===== config.mk =====
export PLATFORM = sky130hd
export DESIGN_NAME = square_meter
export DESIGN_NICKNAME = d
export VERILOG_FILES = /design/src/rtl/square_meter.sv
export SDC_FILE = /design/constraint.sdc
export NUM_CORES = 1
export LEC_CHECK = 0
export ABC_AREA = 1
export BUFFER_PORTS_ARGS = -buffer_cell sky130_fd_sc_hd__buf_2
export CAP_MARGIN = 15
export CORE_MARGIN = 1.5
export CORE_UTILIZATION = 30
export CTS_CLUSTER_SIZE = 24
export DETAILED_ROUTE_END_ITERATION = 10
export SETUP_SLACK_MARGIN = 0.5
export SLEW_MARGIN = 20
export SYNTH_ARGS = -nofsm -noshare
export SYNTH_HDL_FRONTEND = slang
export SYNTH_SLANG_ARGS = --single-unit

===== constraint.sdc =====
create_clock -name clk -period 1.7 [get_ports clk]
set_clock_uncertainty 0.15 [all_clocks]
set_input_delay 0.17 -clock clk [delete_from_list [all_inputs] [get_ports clk]]
set_output_delay 0.17 -clock clk [all_outputs]
set_load 0.01 [all_outputs]

===== src/rtl/square_meter.sv =====
// Measures high/low phase lengths of a square wave in TICK_DIV-clock units,
// reporting each completed high+low pair as a rounded (m, n) estimate.
module square_meter #(
  parameter int TICK_DIV = 10,
  parameter int W        = 4
) (
  input  logic         clk,
  input  logic         reset,
  input  logic         sq_in,
  input  logic         clear,
  output logic [W-1:0] hi_ticks,
  output logic [W-1:0] lo_ticks,
  output logic         meas_valid,
  output logic         locked,
  output logic         overflow
);

  // state     | meaning
  // WAIT_EDGE | idle or aborted; waiting for any edge to start a phase
  // MEAS_HI   | timing a high phase
  // MEAS_LO   | timing a low phase; have_hi says a high result is pending
  typedef enum logic [1:0] {
    WAIT_EDGE = 2'd0,
    MEAS_HI   = 2'd1,
    MEAS_LO   = 2'd2
  } state_t;

  localparam int PW    = (TICK_DIV > 1) ? $clog2(TICK_DIV) : 1;
  localparam int HALF1 = TICK_DIV / 2 + 1;

  // Counters restart already holding L = 1 plus the half-unit rounding offset,
  // so the unit count reads floor((L + TICK_DIV/2) / TICK_DIV) directly.
  localparam logic [PW-1:0] PRE_INIT  = (HALF1 >= TICK_DIV) ? PW'(HALF1 - TICK_DIV) : PW'(HALF1);
  localparam logic [W:0]    UNIT_INIT = (HALF1 >= TICK_DIV) ? (W+1)'(1) : '0;
  localparam logic [PW-1:0] PRE_MAX   = PW'(TICK_DIV - 1);
  localparam logic [PW-1:0] PRE_ONE   = PW'(1);
  localparam logic [W:0]    UNIT_ONE  = (W+1)'(1);

  state_t         state;
  state_t         state_nxt;
  logic           s1;
  logic           s2;
  logic [PW-1:0]  prescale;
  logic [W:0]     unit_cnt;
  logic           have_hi;
  logic [W-1:0]   hi_hold;

  logic           edge_det;
  logic           ovf_hit;
  logic [W-1:0]   result;
  logic           hold_ld;
  logic           have_set;
  logic           have_clr;
  logic           strobe;
  logic           ovf_set;

  assign edge_det = s1 ^ s2;
  // Unit count reaching 2^W means the rounded result no longer fits in W bits.
  assign ovf_hit  = (state != WAIT_EDGE) && unit_cnt[W];
  assign result   = unit_cnt[W-1:0];

  always_ff @(posedge clk or posedge reset) begin
    if (reset) begin
      state <= WAIT_EDGE;
    end else if (clear) begin
      state <= WAIT_EDGE;
    end else begin
      state <= state_nxt;
    end
  end

  always_comb begin
    state_nxt = state;
    if (ovf_hit) begin
      state_nxt = WAIT_EDGE;
    end else if (edge_det) begin
      case (state)
        WAIT_EDGE: state_nxt = s1 ? MEAS_HI : MEAS_LO;
        MEAS_HI:   state_nxt = MEAS_LO;
        MEAS_LO:   state_nxt = MEAS_HI;
        default:   state_nxt = WAIT_EDGE;
      endcase
    end
  end

  always_comb begin
    hold_ld  = 1'b0;
    have_set = 1'b0;
    have_clr = 1'b0;
    strobe   = 1'b0;
    ovf_set  = 1'b0;
    if (ovf_hit) begin
      ovf_set  = 1'b1;
      have_clr = 1'b1;
    end else if (edge_det) begin
      case (state)
        WAIT_EDGE: have_clr = ~s1;
        MEAS_HI: begin
          hold_ld  = 1'b1;
          have_set = 1'b1;
        end
        MEAS_LO:   strobe = have_hi;
        default:   have_clr = 1'b1;
      endcase
    end
  end

  always_ff @(posedge clk or posedge reset) begin
    if (reset) begin
      s1         <= 1'b0;
      s2         <= 1'b0;
      prescale   <= '0;
      unit_cnt   <= '0;
      have_hi    <= 1'b0;
      hi_hold    <= '0;
      hi_ticks   <= '0;
      lo_ticks   <= '0;
      meas_valid <= 1'b0;
      locked     <= 1'b0;
      overflow   <= 1'b0;
    end else if (clear) begin
      s1         <= 1'b0;
      s2         <= 1'b0;
      prescale   <= '0;
      unit_cnt   <= '0;
      have_hi    <= 1'b0;
      hi_hold    <= '0;
      hi_ticks   <= '0;
      lo_ticks   <= '0;
      meas_valid <= 1'b0;
      locked     <= 1'b0;
      overflow   <= 1'b0;
    end else begin
      s1 <= sq_in;
      s2 <= s1;

      if (edge_det) begin
        prescale <= PRE_INIT;
        unit_cnt <= UNIT_INIT;
      end else if (state != WAIT_EDGE) begin
        if (prescale == PRE_MAX) begin
          prescale <= '0;
          unit_cnt <= unit_cnt + UNIT_ONE;
        end else begin
          prescale <= prescale + PRE_ONE;
        end
      end

      if (hold_ld) begin
        hi_hold <= result;
      end
      if (have_set) begin
        have_hi <= 1'b1;
      end else if (have_clr) begin
        have_hi <= 1'b0;
      end

      meas_valid <= strobe;
      if (strobe) begin
        hi_ticks <= hi_hold;
        lo_ticks <= result;
      end

      if (ovf_set) begin
        overflow <= 1'b1;
        locked   <= 1'b0;
      end else if (strobe) begin
        locked <= 1'b1;
      end
    end
  end

endmodule


### Yosys cells after proc, flatten, opt, wreduce, memory -nomap -nowiden

Cells that the tools add are included.

| word-level totals | value |
|---|---|
| bits in registers | 29 |
| input port bits | 4 |
| output and inout port bits | 11 |
| logic and storage cells | 72 |

| cells by class | value |
|---|---|
| reductions and logical operators | 13 |
| bitwise operators | 2 |
| $add $sub $neg | 2 |
| equality and inequality tests | 3 |
| muxes and demuxes | 40 |

Operator list:

| cell | number |
|---|---|
| $mux 4 | 10 |
| $mux 1 | 20 |
| $mux 5 | 4 |
| $reduce_bool 3->1 | 5 |
| $mux 2 | 4 |
| $reduce_bool 2->1 | 4 |
| $pmux 2 s3 | 1 |
| $add 5x1->5 const B | 1 |
| $add 4x1->4 const B | 1 |
| $eq 4x4->1 const B | 1 |
| $eq 2x1->1 const B | 1 |
| $eq 2x2->1 const B | 1 |
| $logic_not 2->1 | 1 |
| $pmux 1 s2 | 1 |
| $reduce_and 2->1 | 1 |
| $reduce_or 2->1 | 1 |
| $logic_and 1x1->1 | 1 |
| $not 1->1 | 1 |
| $xor 1x1->1 | 1 |

### Longest topological paths before layout

| depth | value |
|---|---|
| word-level depth | 8 |
| depth in mapped cells | 8 |
| depth with buffers taken out | 8 |

### Worst setup path after synthesis

Ideal clock, no wire load.

| timing | value |
|---|---|
| kind | register -> register |
| start | register prescale[1] |
| end | register unit_cnt[3] |
| clock period less this slack | 1260 ps |
| path buffers | 0 |
| cell stages (with the launch flop) | 7 |
| arrival | 991 ps |
| library setup time | 119 ps |
| slack | 440 ps |
| data required time | 1431 ps |
| cell sequence | dfrtp_1 -> inv_1 -> nand3_1 -> nor2_8 -> nand3_1 -> nand2_1 -> nor2_1 |

| between the ends | value |
|---|---|
| word-level cells in the longest chain between the ends | 3 |

Ends and longest elaborated chain:

| item | line | text |
|---|---|---|
| start, declared | 43 | `logic [PW-1:0] prescale;` |
| start signal, assigned | 145 | `prescale <= prescale + PRE_ONE;` |
| $eq 4x4->1 | 141 | `if (prescale == PRE_MAX) begin` |
| $reduce_bool 3->1 (no line) | n/a |  |
| $reduce_and 2->1 (no line) | n/a |  |
| end signal, assigned | 143 | `unit_cnt <= unit_cnt + UNIT_ONE;` |
| end, declared | 44 | `logic [W:0] unit_cnt;` |

Every way passes these cells.
A chain may end at the register's enable or synchronous reset.

### Worst setup path after layout

| timing | value |
|---|---|
| start | register s1 |
| end | register hi_ticks[3] |

| between the ends | value |
|---|---|
| word-level cells in the longest chain between the ends | 4 |

Ends and longest elaborated chain:

| item | line | text |
|---|---|---|
| start, declared | 41 | `logic s1;` |
| start signal, assigned | 134 | `s1 <= sq_in;` |
| $xor 1x1->1 | 57 | `assign edge_det = s1 ^ s2;` |
| $mux 1 | 95 | `end else if (edge_det) begin` |
| $mux 1 | 92 | `if (ovf_hit) begin` |
| $reduce_bool 2->1 (no line) | n/a |  |
| end signal, assigned | 160 | `hi_ticks <= hi_hold;` |
| end, declared | 11 | `output logic [W-1:0] hi_ticks,` |

Every way passes these cells.

==> results_tabular.tex <==
\begin{tabular}{lr}
\hline
Metric & Value \\
\hline
\multicolumn{2}{l}{\textbf{Outcome}} \\
\quad Outcome & finished, final reports clean \\
\multicolumn{2}{l}{\textbf{Floorplanning}} \\
\quad Die Width & roughly 71 um \\
\quad Initial core utilization & 0.314 \\
\quad I/O pin count & 15 \\
\quad Floorplan Core Area & around 4400 um\^{}2 \\
\quad Area enclosed by the die boundary & just over 5000 um\^{}2 \\
\quad Number of standard-cell rows in the floorplan & 24 \\
\quad Chip Height & just over 70 um \\
\multicolumn{2}{l}{\textbf{Timing}} \\
\quad Fmax achieved & approximately 0.75 GHz \\
\quad Unrepaired setup endpoints after global routing & yes \\
\quad Total negative slack & 0 ns \\
\quad Slew at the pin closest to its max-slew limit & roughly 0.38 ns \\
\quad Max transition margin & 0.748 \\
\quad Hold Vio Cnt, Final & 0 \\
\quad Clock period minus final worst setup slack & roughly 1.3 ns \\
\quad Max Slew Vio Count & 0 \\
\quad Finish-stage setup viols & 0 \\
\quad Share of the clock period used by the worst path & 0.786 \\
\multicolumn{2}{l}{\textbf{Global routing}} \\
\quad Via count of the first global-routing pass & roughly 1100 \\
\quad Wire length of the first global-routing pass & 5.13 mm \\
\quad Largest net degree at the start of global routing & 30 \\
\quad Global route overflow & 0 \\
\quad Initial antenna violation count & 0 \\
\quad Tot GR Track Use & 0.130 \\
\multicolumn{2}{l}{\textbf{Routing}} \\
\quad Remaining DRCs & 0 \\
\quad Via count normalized by instance count & 4.74 \\
\quad Post-Route WL & 3.02 mm \\
\quad Length of the first detailed-routing pass in iterations & 4 \\
\quad First-iteration detailed-routing DRC count & around 90 \\
\quad WL/cell & $\sim$12 um \\
\quad Vias after detailed routing & roughly 1200 \\
\quad Routed Antenna Nets & 0 \\
\multicolumn{2}{l}{\textbf{Final layout}} \\
\quad Fillers & $\sim$440 \\
\quad Antenna diode count & 0 \\
\quad Final nets & 200 \\
\quad P\&R area growth vs syn & 36.9\% \\
\quad Share of cells above drive strength 1 & 0.413 \\
\quad Utilization of the core after routing & 0.430 \\
\multicolumn{2}{l}{\textbf{Power and ir drop}} \\
\quad Worst IR drop on VDD & between 0.3 and 0.4 mV \\
\quad Leakage component of the power & around 0.96 nW \\
\quad Power density relative to cell area & roughly 940 nW/um\^{}2 \\
\multicolumn{2}{l}{\textbf{Yosys}} \\
\quad Register bit total from synthesis & 29 \\
\quad Synth Warn \# & 0 \\
\quad Sequential fraction of the synthesis area & 0.523 \\
\quad Number of flops mapped to enable cells by yosys & 0 \\
\quad Mean area per synthesized cell & between 8 and 9 um\^{}2 \\
\quad Synthesized Nets & roughly 170 \\
\quad Most used DFF post-synth & sky130\_fd\_sc\_hd\_\_dfrtp\_1 \\
\quad Fraction of synthesis flops using an asynchronous set or reset pin & 1.00 \\
\quad Gate count of the mapped netlist & approximately 160 \\
\quad Summed instance area of the synthesized netlist & around 1400 um\^{}2 \\
\quad Number of unique standard cell types used by synthesis & 21 \\
\multicolumn{2}{l}{\textbf{Clock network}} \\
\quad Clock latency at the later pin of the worst-skew pair & 0.28 ns \\
\quad Clock transition time at the flip-flop clock pins of the worst setup and hold paths & approximately 0.06 ns \\
\quad Max Root-Sink Buffers & 2 \\
\quad H-tree lvl count & 2 \\
\quad TritonCTS clock tree & yes \\
\quad Root Buffer Master & sky130\_fd\_sc\_hd\_\_clkbuf\_8 \\
\quad Sink Count & 29 \\
\quad TritonCTS buffer count & 5 \\
\multicolumn{2}{l}{\textbf{Critical path}} \\
\quad Category of the worst setup path launch point & register \\
\quad Worst setup path class & reg2reg \\
\quad Worst EP arrival & around 1.4 ns \\
\quad Worst path required time & roughly 1.7 ns \\
\quad Critical-path maximum fanout & 8 \\
\quad Endpoint type of the worst setup path & register \\
\multicolumn{2}{l}{\textbf{Flow run}} \\
\quad Maximum capacitance violations & 0 \\
\multicolumn{2}{l}{\textbf{Placement}} \\
\quad Port Buffers & 14 \\
\quad HPWL Detailed & 1.96 mm \\
\quad Routability Congestion & slightly below 0.8 \\
\multicolumn{2}{l}{\textbf{Hold path}} \\
\quad Worst Hold Class & in2reg \\
\hline
\end{tabular}
-- registers in the layout (all words and copies together), names as in the netlist, 2 cells and up --
| name | cells |
|---|---|
| hi_ticks | 4 |
| lo_ticks | 4 |
| hi_hold | 4 |
| prescale | 4 |
| unit_cnt | 5 |
| state | 2 |
-- cell families after synthesis --
family,Yosys count,synth area share
xor gates and xnor gates,1,0.00632
buffers and inverters,21,0.0587
and+or+nand+nor,95,0.344
DFF,29,0.523
adders and majority gates,1,0.00902
AOI/OAI and AO/OA,16,0.0587
-- cell usage after synthesis, types with 2 or more instances --
cell type	instances	share of area
sky130_fd_sc_hd__nand4_1	4	0.018
sky130_fd_sc_hd__nor2_2	2	0.0090
sky130_fd_sc_hd__inv_2	6	0.016
sky130_fd_sc_hd__inv_1	13	0.035
sky130_fd_sc_hd__nand2_1	38	0.10
sky130_fd_sc_hd__nand3_1	27	0.097
sky130_fd_sc_hd__nand2_2	6	0.027
sky130_fd_sc_hd__o21ai_0	4	0.014
sky130_fd_sc_hd__nor2_1	11	0.030
sky130_fd_sc_hd__a21oi_1	5	0.018
sky130_fd_sc_hd__nor2_4	3	0.024
sky130_fd_sc_hd__buf_2	2	0.0072
sky130_fd_sc_hd__dfrtp_1	29	0.52
sky130_fd_sc_hd__o21ai_1	6	0.022
-- power by group --
group / switching (W) / internal, W
combinational: 0.000117 / 0.0000719
clock: 0.000274 / 0.000582
sequential: 0.0000241 / 0.000708
total: 0.000415 / 0.00136
-- final cells by class --
type / instances / area [um^2] / area share
Inverter: 19 / 78.8 / 0.0415
Clock inverter: 3 / 65.1 / 0.0343
Multi-Input combinational cell: 113 / 718 / 0.378
Sequential cell: 29 / 729 / 0.384
Tap cell: 52 / 65.1 / 0.0343
Clock buffer: 5 / 68.8 / 0.0363
Timing Repair Buffer: 27 / 173 / 0.0910
-- worst paths after layout --
kind / startpoint / end / slack [ns] / depth (start not counted)
min: clear / s2 / 0.01 / 2
max: s1 / hi_ticks[3] / 0.36 / 7
min in group asynchronous: reset / lo_ticks[3] / 0.35 / 4
max reg2reg: s1 / hi_ticks[3] / 0.36 / 7
max in group asynchronous: reset / state[0] / 0.75 / 4
min reg2reg: hi_hold[3] / hi_ticks[3] / 0.34 / 2
-- metrics by stage --
stage | hold WS [ns] | power, W | cells | instance area, um^2 | setup WS, ns
5_1_grt | 0.0142 | 0.00184 | 248 | 1900 | 0.272
4_1_cts | 0.00803 | 0.00178 | 248 | 1840 | 0.370
6_report | 0.0113 | 0.00178 | 248 | 1900 | 0.363
3_3_place_gp | 0.110 | 0.000883 | 229 | 1560 | 0.341
2_1_floorplan | 0.0831 | 0.000846 | 163 | 1420 | 0.482
3_5_place_dp | 0.109 | 0.000883 | 229 | 1560 | 0.335
-- routing by layer --
metal | part of all wire | GRT usage
met1 | 0.47 | 0.168
met2 | 0.49 | 0.207
met3 | 0.025 | 0.0299
met4 | 0.015 | 0.0608
met5 | 0 | 0
-- worst max-delay path, cell delays in order (launching register included) --
cell and delay, ns:
sky130_fd_sc_hd__dfrtp_1 0.41, sky130_fd_sc_hd__inv_2 0.07, sky130_fd_sc_hd__nand2_2 0.08, sky130_fd_sc_hd__nand2_4 0.10, sky130_fd_sc_hd__nor2_4 0.15, sky130_fd_sc_hd__nand2_4 0.13, sky130_fd_sc_hd__nand3_2 0.09, sky130_fd_sc_hd__nand2_2 0.05
-- cells in the final DEF, fill, tap and decap left out, drive strengths merged, types with 4 or more instances in the layout --
cell,synthesis,routed
nand2,45,45
nand3,27,27
nor2,17,17
clkbuf,0,5
inv,19,19
a21oi,5,5
nand4,4,4
dfrtp,29,29
o21ai,10,10
buf,2,25
-- repair_timing --
item	4_1_cts	5_1_grt
hold buffers	2	0
pin swaps	11	10
setup buffers	9	0
endpoints found under the hold margin	30	0
endpoints found under the setup margin	26	26
gates resized for setup	18	16
Power figures use the tool's default switching activity.
